==> src/rtl/trace_packetizer.sv <==
// Trace packet generator: turns filtered RAM bus activity into 2-bit-typed packets
// and queues them in a first-word-fall-through FIFO with valid/ready backpressure.
module trace_packetizer #(
  parameter int unsigned ADDR_WIDTH = 23,
  parameter int unsigned DATA_WIDTH = 16,
  parameter int unsigned TS_BITS    = 5,
  parameter int unsigned BURST_BITS = 8,
  parameter int unsigned FIFO_DEPTH = 16,
  parameter logic [15:0] CFG_BASE   = 16'h0010
) (
  input  logic                  mclk,
  input  logic                  reset,
  input  logic [ADDR_WIDTH-1:0] filter_a,
  input  logic [DATA_WIDTH-1:0] filter_d,
  input  logic [DATA_WIDTH-1:0] nfilter_d,
  input  logic [1:0]            filter_ublb,
  input  logic                  filter_read,
  input  logic                  filter_write,
  input  logic                  filter_addr_latch,
  input  logic                  filter_strobe,
  input  logic [15:0]           config_addr,
  input  logic [15:0]           config_data,
  input  logic                  config_strobe,
  output logic [1:0]            pkt_type,
  output logic [ADDR_WIDTH-1:0] pkt_payload,
  output logic                  pkt_valid,
  input  logic                  pkt_ready,
  output logic [15:0]           overflow_count
);

  localparam int unsigned PTR_W = $clog2(FIFO_DEPTH);
  localparam int unsigned CMP_W = (BURST_BITS > 4) ? BURST_BITS : 4;
  localparam logic [ADDR_WIDTH-1:0] TS_MAX = ADDR_WIDTH'((64'd1 << TS_BITS) - 64'd1);

  typedef enum logic [1:0] {
    PKT_ADDR  = 2'b00,
    PKT_READ  = 2'b01,
    PKT_WRITE = 2'b10,
    PKT_TIME  = 2'b11
  } pkt_t;

  logic                  trace_enable, trace_reads, trace_writes;
  logic [3:0]            read_latency, write_latency;
  logic                  cfg_unused;

  always_ff @(posedge mclk) begin
    if (reset) begin
      {trace_writes, trace_reads, trace_enable} <= 3'b111;
      read_latency  <= 4'd4;
      write_latency <= 4'd3;
    end else if (config_strobe) begin
      if (config_addr == CFG_BASE)
        {trace_writes, trace_reads, trace_enable} <= config_data[2:0];
      if (config_addr == CFG_BASE + 16'd1) begin
        read_latency  <= config_data[3:0];
        write_latency <= config_data[7:4];
      end
    end
  end

  assign cfg_unused = ^config_data[15:8];

  logic [BURST_BITS-1:0] burst, burst_next, burst_inc;
  logic [ADDR_WIDTH-1:0] ts_cnt, ts_next, ts_inc, ts_low, remainder;
  logic [3:0]            rd_thresh, wr_thresh;
  logic                  rd_ok, wr_ok;

  // A latency of 0 behaves like 1, so both map to a threshold of 0.
  assign rd_thresh = (read_latency  == 4'd0) ? 4'd0 : read_latency  - 4'd1;
  assign wr_thresh = (write_latency == 4'd0) ? 4'd0 : write_latency - 4'd1;
  assign rd_ok     = CMP_W'(burst) >= CMP_W'(rd_thresh);
  assign wr_ok     = CMP_W'(burst) >= CMP_W'(wr_thresh);

  assign burst_inc = (burst == '1) ? burst : burst + BURST_BITS'(1);
  assign ts_inc    = (ts_cnt == '1) ? ts_cnt : ts_cnt + ADDR_WIDTH'(1);
  assign ts_low    = (ts_cnt > TS_MAX) ? TS_MAX : ts_cnt;
  assign remainder = ts_cnt - ts_low;

  logic                  ev_valid;
  pkt_t                  ev_type;
  logic [ADDR_WIDTH-1:0] ev_payload;

  always_comb begin
    ev_valid   = 1'b0;
    ev_type    = PKT_ADDR;
    ev_payload = '0;
    ts_next    = ts_cnt;
    burst_next = burst;
    if (filter_strobe) begin
      if (filter_addr_latch)
        burst_next = '0;
      else if (filter_read || filter_write)
        burst_next = burst_inc;
      ts_next = ts_inc;
      if (trace_enable) begin
        if (filter_addr_latch) begin
          ev_valid   = 1'b1;
          ev_type    = PKT_ADDR;
          ev_payload = filter_a;
        end else if (filter_write && trace_writes && wr_ok) begin
          ev_valid   = 1'b1;
          ev_type    = PKT_WRITE;
          ev_payload = ADDR_WIDTH'({ts_low[TS_BITS-1:0], filter_ublb, filter_d});
          ts_next    = remainder;
        end else if (filter_read && trace_reads && rd_ok) begin
          ev_valid   = 1'b1;
          ev_type    = PKT_READ;
          ev_payload = ADDR_WIDTH'({ts_low[TS_BITS-1:0], filter_ublb, nfilter_d});
          ts_next    = remainder;
        end else if (burst == BURST_BITS'(1) && remainder != '0) begin
          ev_valid   = 1'b1;
          ev_type    = PKT_TIME;
          ev_payload = ts_cnt;
          ts_next    = '0;
        end
      end
    end
  end

  logic                  gen_valid;
  pkt_t                  gen_type;
  logic [ADDR_WIDTH-1:0] gen_payload;

  always_ff @(posedge mclk) begin
    if (reset) begin
      burst       <= '0;
      ts_cnt      <= '0;
      gen_valid   <= 1'b0;
      gen_type    <= PKT_ADDR;
      gen_payload <= '0;
    end else begin
      burst       <= burst_next;
      ts_cnt      <= ts_next;
      gen_valid   <= ev_valid;
      gen_type    <= ev_type;
      gen_payload <= ev_payload;
    end
  end

  logic [ADDR_WIDTH+1:0] mem [FIFO_DEPTH];
  logic [PTR_W:0]        wr_ptr, rd_ptr, count;
  logic                  empty, full, pop, push_ok, drop;
  logic [ADDR_WIDTH+1:0] head;

  assign count   = wr_ptr - rd_ptr;
  assign empty   = (wr_ptr == rd_ptr);
  assign full    = (count == (PTR_W+1)'(FIFO_DEPTH));
  assign pop     = !empty && pkt_ready;
  // A pop in the same cycle frees the slot, so a full FIFO still accepts.
  assign push_ok = gen_valid && (!full || pop);
  assign drop    = gen_valid && !push_ok;

  always_ff @(posedge mclk) begin
    if (reset) begin
      wr_ptr         <= '0;
      rd_ptr         <= '0;
      overflow_count <= '0;
    end else begin
      if (push_ok) wr_ptr <= wr_ptr + (PTR_W+1)'(1);
      if (pop)     rd_ptr <= rd_ptr + (PTR_W+1)'(1);
      if (drop && overflow_count != 16'hFFFF)
        overflow_count <= overflow_count + 16'd1;
    end
  end

  always_ff @(posedge mclk) begin
    if (push_ok)
      mem[wr_ptr[PTR_W-1:0]] <= {gen_type, gen_payload};
  end

  assign head        = mem[rd_ptr[PTR_W-1:0]];
  assign pkt_valid   = !empty;
  assign pkt_type    = empty ? 2'b00 : head[ADDR_WIDTH+1:ADDR_WIDTH];
  assign pkt_payload = empty ? '0 : head[ADDR_WIDTH-1:0];

endmodule
==> config.mk <==
export PLATFORM = sky130hd
export DESIGN_NAME = trace_packetizer
export DESIGN_NICKNAME = d
export VERILOG_FILES = /design/src/rtl/trace_packetizer.sv
export SDC_FILE = /design/constraint.sdc
export NUM_CORES = 1
export LEC_CHECK = 0
export ABC_AREA = 1
export BUFFER_PORTS_ARGS = -buffer_cell sky130_fd_sc_hd__buf_2
export CORE_MARGIN = 2
export CORE_UTILIZATION = 30
export CTS_CLUSTER_DIAMETER = 60
export CTS_CLUSTER_SIZE = 16
export DETAILED_ROUTE_END_ITERATION = 10
export GPL_TIMING_DRIVEN = 0
export PLACE_DENSITY = 0.54
export SLEW_MARGIN = 20
export SYNTH_ARGS = -nofsm -noshare
export SYNTH_HDL_FRONTEND = slang
export SYNTH_SLANG_ARGS = --single-unit
==> constraint.sdc <==
create_clock -name mclk -period 4.95 [get_ports mclk]
set_input_delay 0.7425 -clock mclk [delete_from_list [all_inputs] [get_ports mclk]]
set_output_delay 0.7425 -clock mclk [all_outputs]
set_load 0.02 [all_outputs]
==> impl_summary.txt <==
----------------------------------------------------
[Clocking]
  TritonCTS clock tree ... built
  TritonCTS buffer count ... 44
  Later-pin clock latency in the skew report ... 0.60 ns
  H-tree depth ... 2
  Post-CTS setup buffers ... 0
  Hold buffers post-CTS ... 0
  Register clock-pin slew on the reported worst setup and hold paths ... 0.07 ns
  Clock tree buffer depth ... 3
  CTS Root Cell ... sky130_fd_sc_hd__clkbuf_16
  Number of sinks handled by clock tree synthesis ... 498
  Post-cts gate resize count ... 0

[Die]
  I/O pin count ... 139
  Floorplan row count ... 98
  DIE WIDTH ... 273 um
  Area inside the core boundary ... 71700 um^2
  Initial core utilization ... 30.4%
  Height of the chip ... 273 um
  Total Die Area ... 74800 um^2

[Final layout]
  Filler cell count ... 7132
  Nets@finish ... 2381
  Area used by multi-input combinational logic ... 7000 um^2
  Non-Filler Cell Area, Final ... 25500 um^2
  Area taken by flip-flops and latches ... 14000 um^2
  Area growth from synthesis to final layout ... 17.1%
  Share of layout cells above drive strength 1 ... 12.1%

[Logic synthesis]
  Post-synthesis instance area ... 21800 um^2
  Net count after synthesis ... 2190
  Commonest cells in the netlist ... sky130_fd_sc_hd__edfxtp_1, sky130_fd_sc_hd__nor2_1, sky130_fd_sc_hd__o21ai_0, sky130_fd_sc_hd__nand2_1, sky130_fd_sc_hd__inv_1
  Most frequent cell after synthesis ... sky130_fd_sc_hd__edfxtp_1
  Post-synth top flop ... sky130_fd_sc_hd__edfxtp_1
  Sequential-to-total area share from yosys stat ... 64.1%
  Flops & latches, synth ... 498
  Mean cell area of the mapped netlist ... 10.5 um^2
  Yosys warning count ... 0
  Number of distinct library cells after synthesis ... 47
  Number of synthesized flops with an enable pin ... 400
  Async set-reset flop share out of synthesis ... 0%
  Cell types occupying the most area after synthesis ... sky130_fd_sc_hd__edfxtp_1, sky130_fd_sc_hd__dfxtp_1, sky130_fd_sc_hd__o21ai_0
  Area share of the leading cell type in the synthesized netlist ... 55.1%
  Dominant cell type by area after synthesis ... sky130_fd_sc_hd__edfxtp_1
  Post-synthesis cell count ... 2071

[Worst setup path]
  Slowest cell on the critical path ... sky130_fd_sc_hd__clkbuf_1
  R2R Path Start ... ts_cnt[0]
  Worst R2R Path Depth ... 21
  Largest fanout of any net on the critical path ... 10
  CP most frequent cell ... sky130_fd_sc_hd__clkbuf_1
  Critical path endpoint category ... primary output
  List of cells traversed by the critical path ... clkbuf_1 -> clkbuf_1 -> clkbuf_1 -> nor2_1 -> o221ai_1 -> nand3_1 -> a21oi_1 -> buf_2
  Capture instance of the worst register-to-register path ... gen_payload[9]
  Worst reg2reg setup slack ... 1.30 ns
  Setup Crit Path Kind ... register to primary output
  CP startpoint kind ... register
  Capturing element of the worst setup path ... pkt_payload[3]
  Critical path data arrival time ... 3.97 ns
  Largest stage delay, worst path ... 0.62 ns
  CP required ... 4.21 ns

[Detailed routing]
  Drt first pass iters ... 6
  Remaining routing DRC violations ... 0
  Average vias per placed instance ... 5.21
  Post-detailed-routing wire length ... 71800 um
  Post-detailed-route count of antenna-violating nets ... 0
  Wire per inst ... 22.2 um
  Detailed router's first-iteration violation count ... 1503
  Via count of the routed design ... 16900

[Timing]
  Worst clock skew on the final layout ... 0.0282 ns
  Tightest Pin Transition ... 0.967 ns
  Maximum operating frequency ... 212 MHz
  Slew Limit Fails ... 0
  Setup violations, final ... 0
  Hold violation total from the final report ... 0
  Share of the clock period used by the worst path after layout ... 95.1%
  Post-route setup TNS ... 0 ns
  Min Clock Period, post-route ... 4.71 ns
  Setup repair after global routing missed its margin ... no
  Worst slew slack as a fraction of its limit ... 35.0%

[Power and ir drop]
  Peak supply drop ... 0.254 mV
  Static leakage ... 0.00896 uW
  Total power density per cell area ... 382 nW/um^2

[GRT]
  Wire length of the first global-routing pass ... 106000 um
  Antenna violations before repair ... 3
  Largest net degree at the start of global routing ... 21
  Remaining global-route overflow ... 0
  Via count of the first global-routing pass ... 16800
  Overall fraction of global-route tracks in use ... 18.9%

[Flow run]
  Max-cap viol count ... 0

[Place]
  Global placement routability congestion ... 0.913
  Estimated wirelength of the detail-placed design ... 51200 um
  I/O Buffers ... 129
  Placement-stage cell area ... 24100 um^2

[Run status]
  Outcome ... finished, final reports clean

[Worst hold path]
  Min-Delay Path Class ... input port to register

----------------------------------------------------
registers in the layout (all words and copies together), names as in the netlist, named ones only:
signal and cells:
gen_valid 1, trace_writes 1, gen_payload 23, trace_reads 1, write_latency 4, mem 400
burst 8, wr_ptr 5, read_latency 4, ts_cnt 23, trace_enable 1, rd_ptr 5
overflow_count 16, gen_type 2
critical path: cells and delay by family, from the launching register on:
kind / cells / cell delay (ns)
buf+inv: 4 / 1.95
simple gates: 2 / 0.27
compound gates: 2 / 0.75
flops: 1 / 0.41
layout make-up:
cell class / count / share of cell area [%]
Buffer: 119 / 1.94
Clock buffer: 52 / 4.55
Inverter: 118 / 1.74
Tap cell: 950 / 4.66
Antenna cell: 1 / 0.00981
Sequential cell: 498 / 54.8
Clock inverter: 18 / 0.887
Multi-Input combinational cell: 1336 / 27.4
Timing Repair Buffer: 145 / 4.05
logic make-up (layout without fill, tap and decap cells):
kind of cell / Yosys count / count (layout) / synth area share, %
AO/OA/AOI/OAI: 536 / 536 / 14.2
XOR/XNOR: 28 / 28 / 1.13
adder cells (fa/ha/maj): 22 / 22 / 1.26
buffers and inverters: 237 / 452 / 4.30
flip-flops: 498 / 498 / 64.1
other: 0 / 1 / 0
AND/OR/NAND/NOR: 750 / 750 / 14.9
where the power goes:
group,internal [uW],total (uW),switching (uW)
logic,462,1680,1220
registers,4540,4610,69.9
clock network,1820,3460,1640
how the worst min path moves through the flow:
| stage | start | to | slack, ns | depth (start not counted) |
|---|---|---|---|---|
| 2_1_floorplan | wr_ptr[4] | wr_ptr[4] | 0.44 | 1 |
| 3_3_place_gp | wr_ptr[4] | wr_ptr[4] | 0.46 | 1 |
| 3_5_place_dp | trace_writes | trace_writes | 0.48 | 2 |
| 4_1_cts | filter_a[15] | gen_payload[15] | 0.33 | 3 |
| 5_1_grt | config_data[5] | write_latency[1] | 0.36 | 3 |
| 6_report | filter_a[13] | gen_payload[13] | 0.37 | 3 |
cells in the final DEF (no fill, tap or decap), types with 3 or more instances in the layout:
cell,Yosys,final
sky130_fd_sc_hd__o21ai_2,3,3
sky130_fd_sc_hd__buf_16,0,9
sky130_fd_sc_hd__inv_1,110,110
sky130_fd_sc_hd__nand3_1,96,96
sky130_fd_sc_hd__dfxtp_1,98,98
sky130_fd_sc_hd__nor2_4,8,24
sky130_fd_sc_hd__ha_1,22,22
sky130_fd_sc_hd__o21a_1,6,6
sky130_fd_sc_hd__o211ai_1,5,5
sky130_fd_sc_hd__edfxtp_1,400,400
sky130_fd_sc_hd__clkinv_1,3,5
sky130_fd_sc_hd__inv_12,0,3
sky130_fd_sc_hd__buf_6,4,4
sky130_fd_sc_hd__o22ai_1,26,26
sky130_fd_sc_hd__nor4_1,10,10
sky130_fd_sc_hd__buf_2,11,140
sky130_fd_sc_hd__xor2_1,27,27
sky130_fd_sc_hd__buf_12,0,7
sky130_fd_sc_hd__inv_6,0,4
sky130_fd_sc_hd__clkbuf_16,0,45
sky130_fd_sc_hd__nand3b_1,4,4
sky130_fd_sc_hd__nand2_1,230,230
sky130_fd_sc_hd__o21ai_0,281,281
sky130_fd_sc_hd__nor3_1,27,27
sky130_fd_sc_hd__a21oi_1,105,105
sky130_fd_sc_hd__nand3_2,4,4
sky130_fd_sc_hd__nor2_1,329,313
sky130_fd_sc_hd__o21bai_2,6,6
sky130_fd_sc_hd__clkbuf_1,99,105
sky130_fd_sc_hd__nand2_2,5,5
sky130_fd_sc_hd__buf_1,4,4
sky130_fd_sc_hd__o21ai_1,14,14
sky130_fd_sc_hd__inv_2,5,5
sky130_fd_sc_hd__o221ai_1,75,75
sky130_fd_sc_hd__nand4_1,23,23
sky130_fd_sc_hd__a31oi_1,9,9
per-stage QoR:
step / hold slack, ns / setup WS (ns) / cells / util (%) / power [uW]
after global placement: 0.463 / 0.0298 / 3150 / 32.9 / 6370
after CTS: 0.334 / 0.296 / 3236 / 35.6 / 9820
after floorplan: 0.443 / 1.64 / 2071 / - / 5670
after detailed placement: 0.476 / 0.903 / 3166 / 33.6 / 6380
final: 0.368 / 0.240 / 3237 / 35.6 / 9750
after global routing: 0.364 / 0.0762 / 3237 / 35.6 / 10100
routing by layer:
| layer | track usage, % | vias up | part of all wire (%) |
|---|---|---|---|
| met2 | 31.9 | 675 | 48 |
| met3 | 3.47 | 139 | 7.2 |
| met1 | 23.9 | 8233 | 41 |
| met5 | 0 | - | 0 |
| met4 | 7.39 | 0 | 3.7 |
| li1 | - | 7810 | - |
Note: power is estimated with default switching activity, not from simulation.
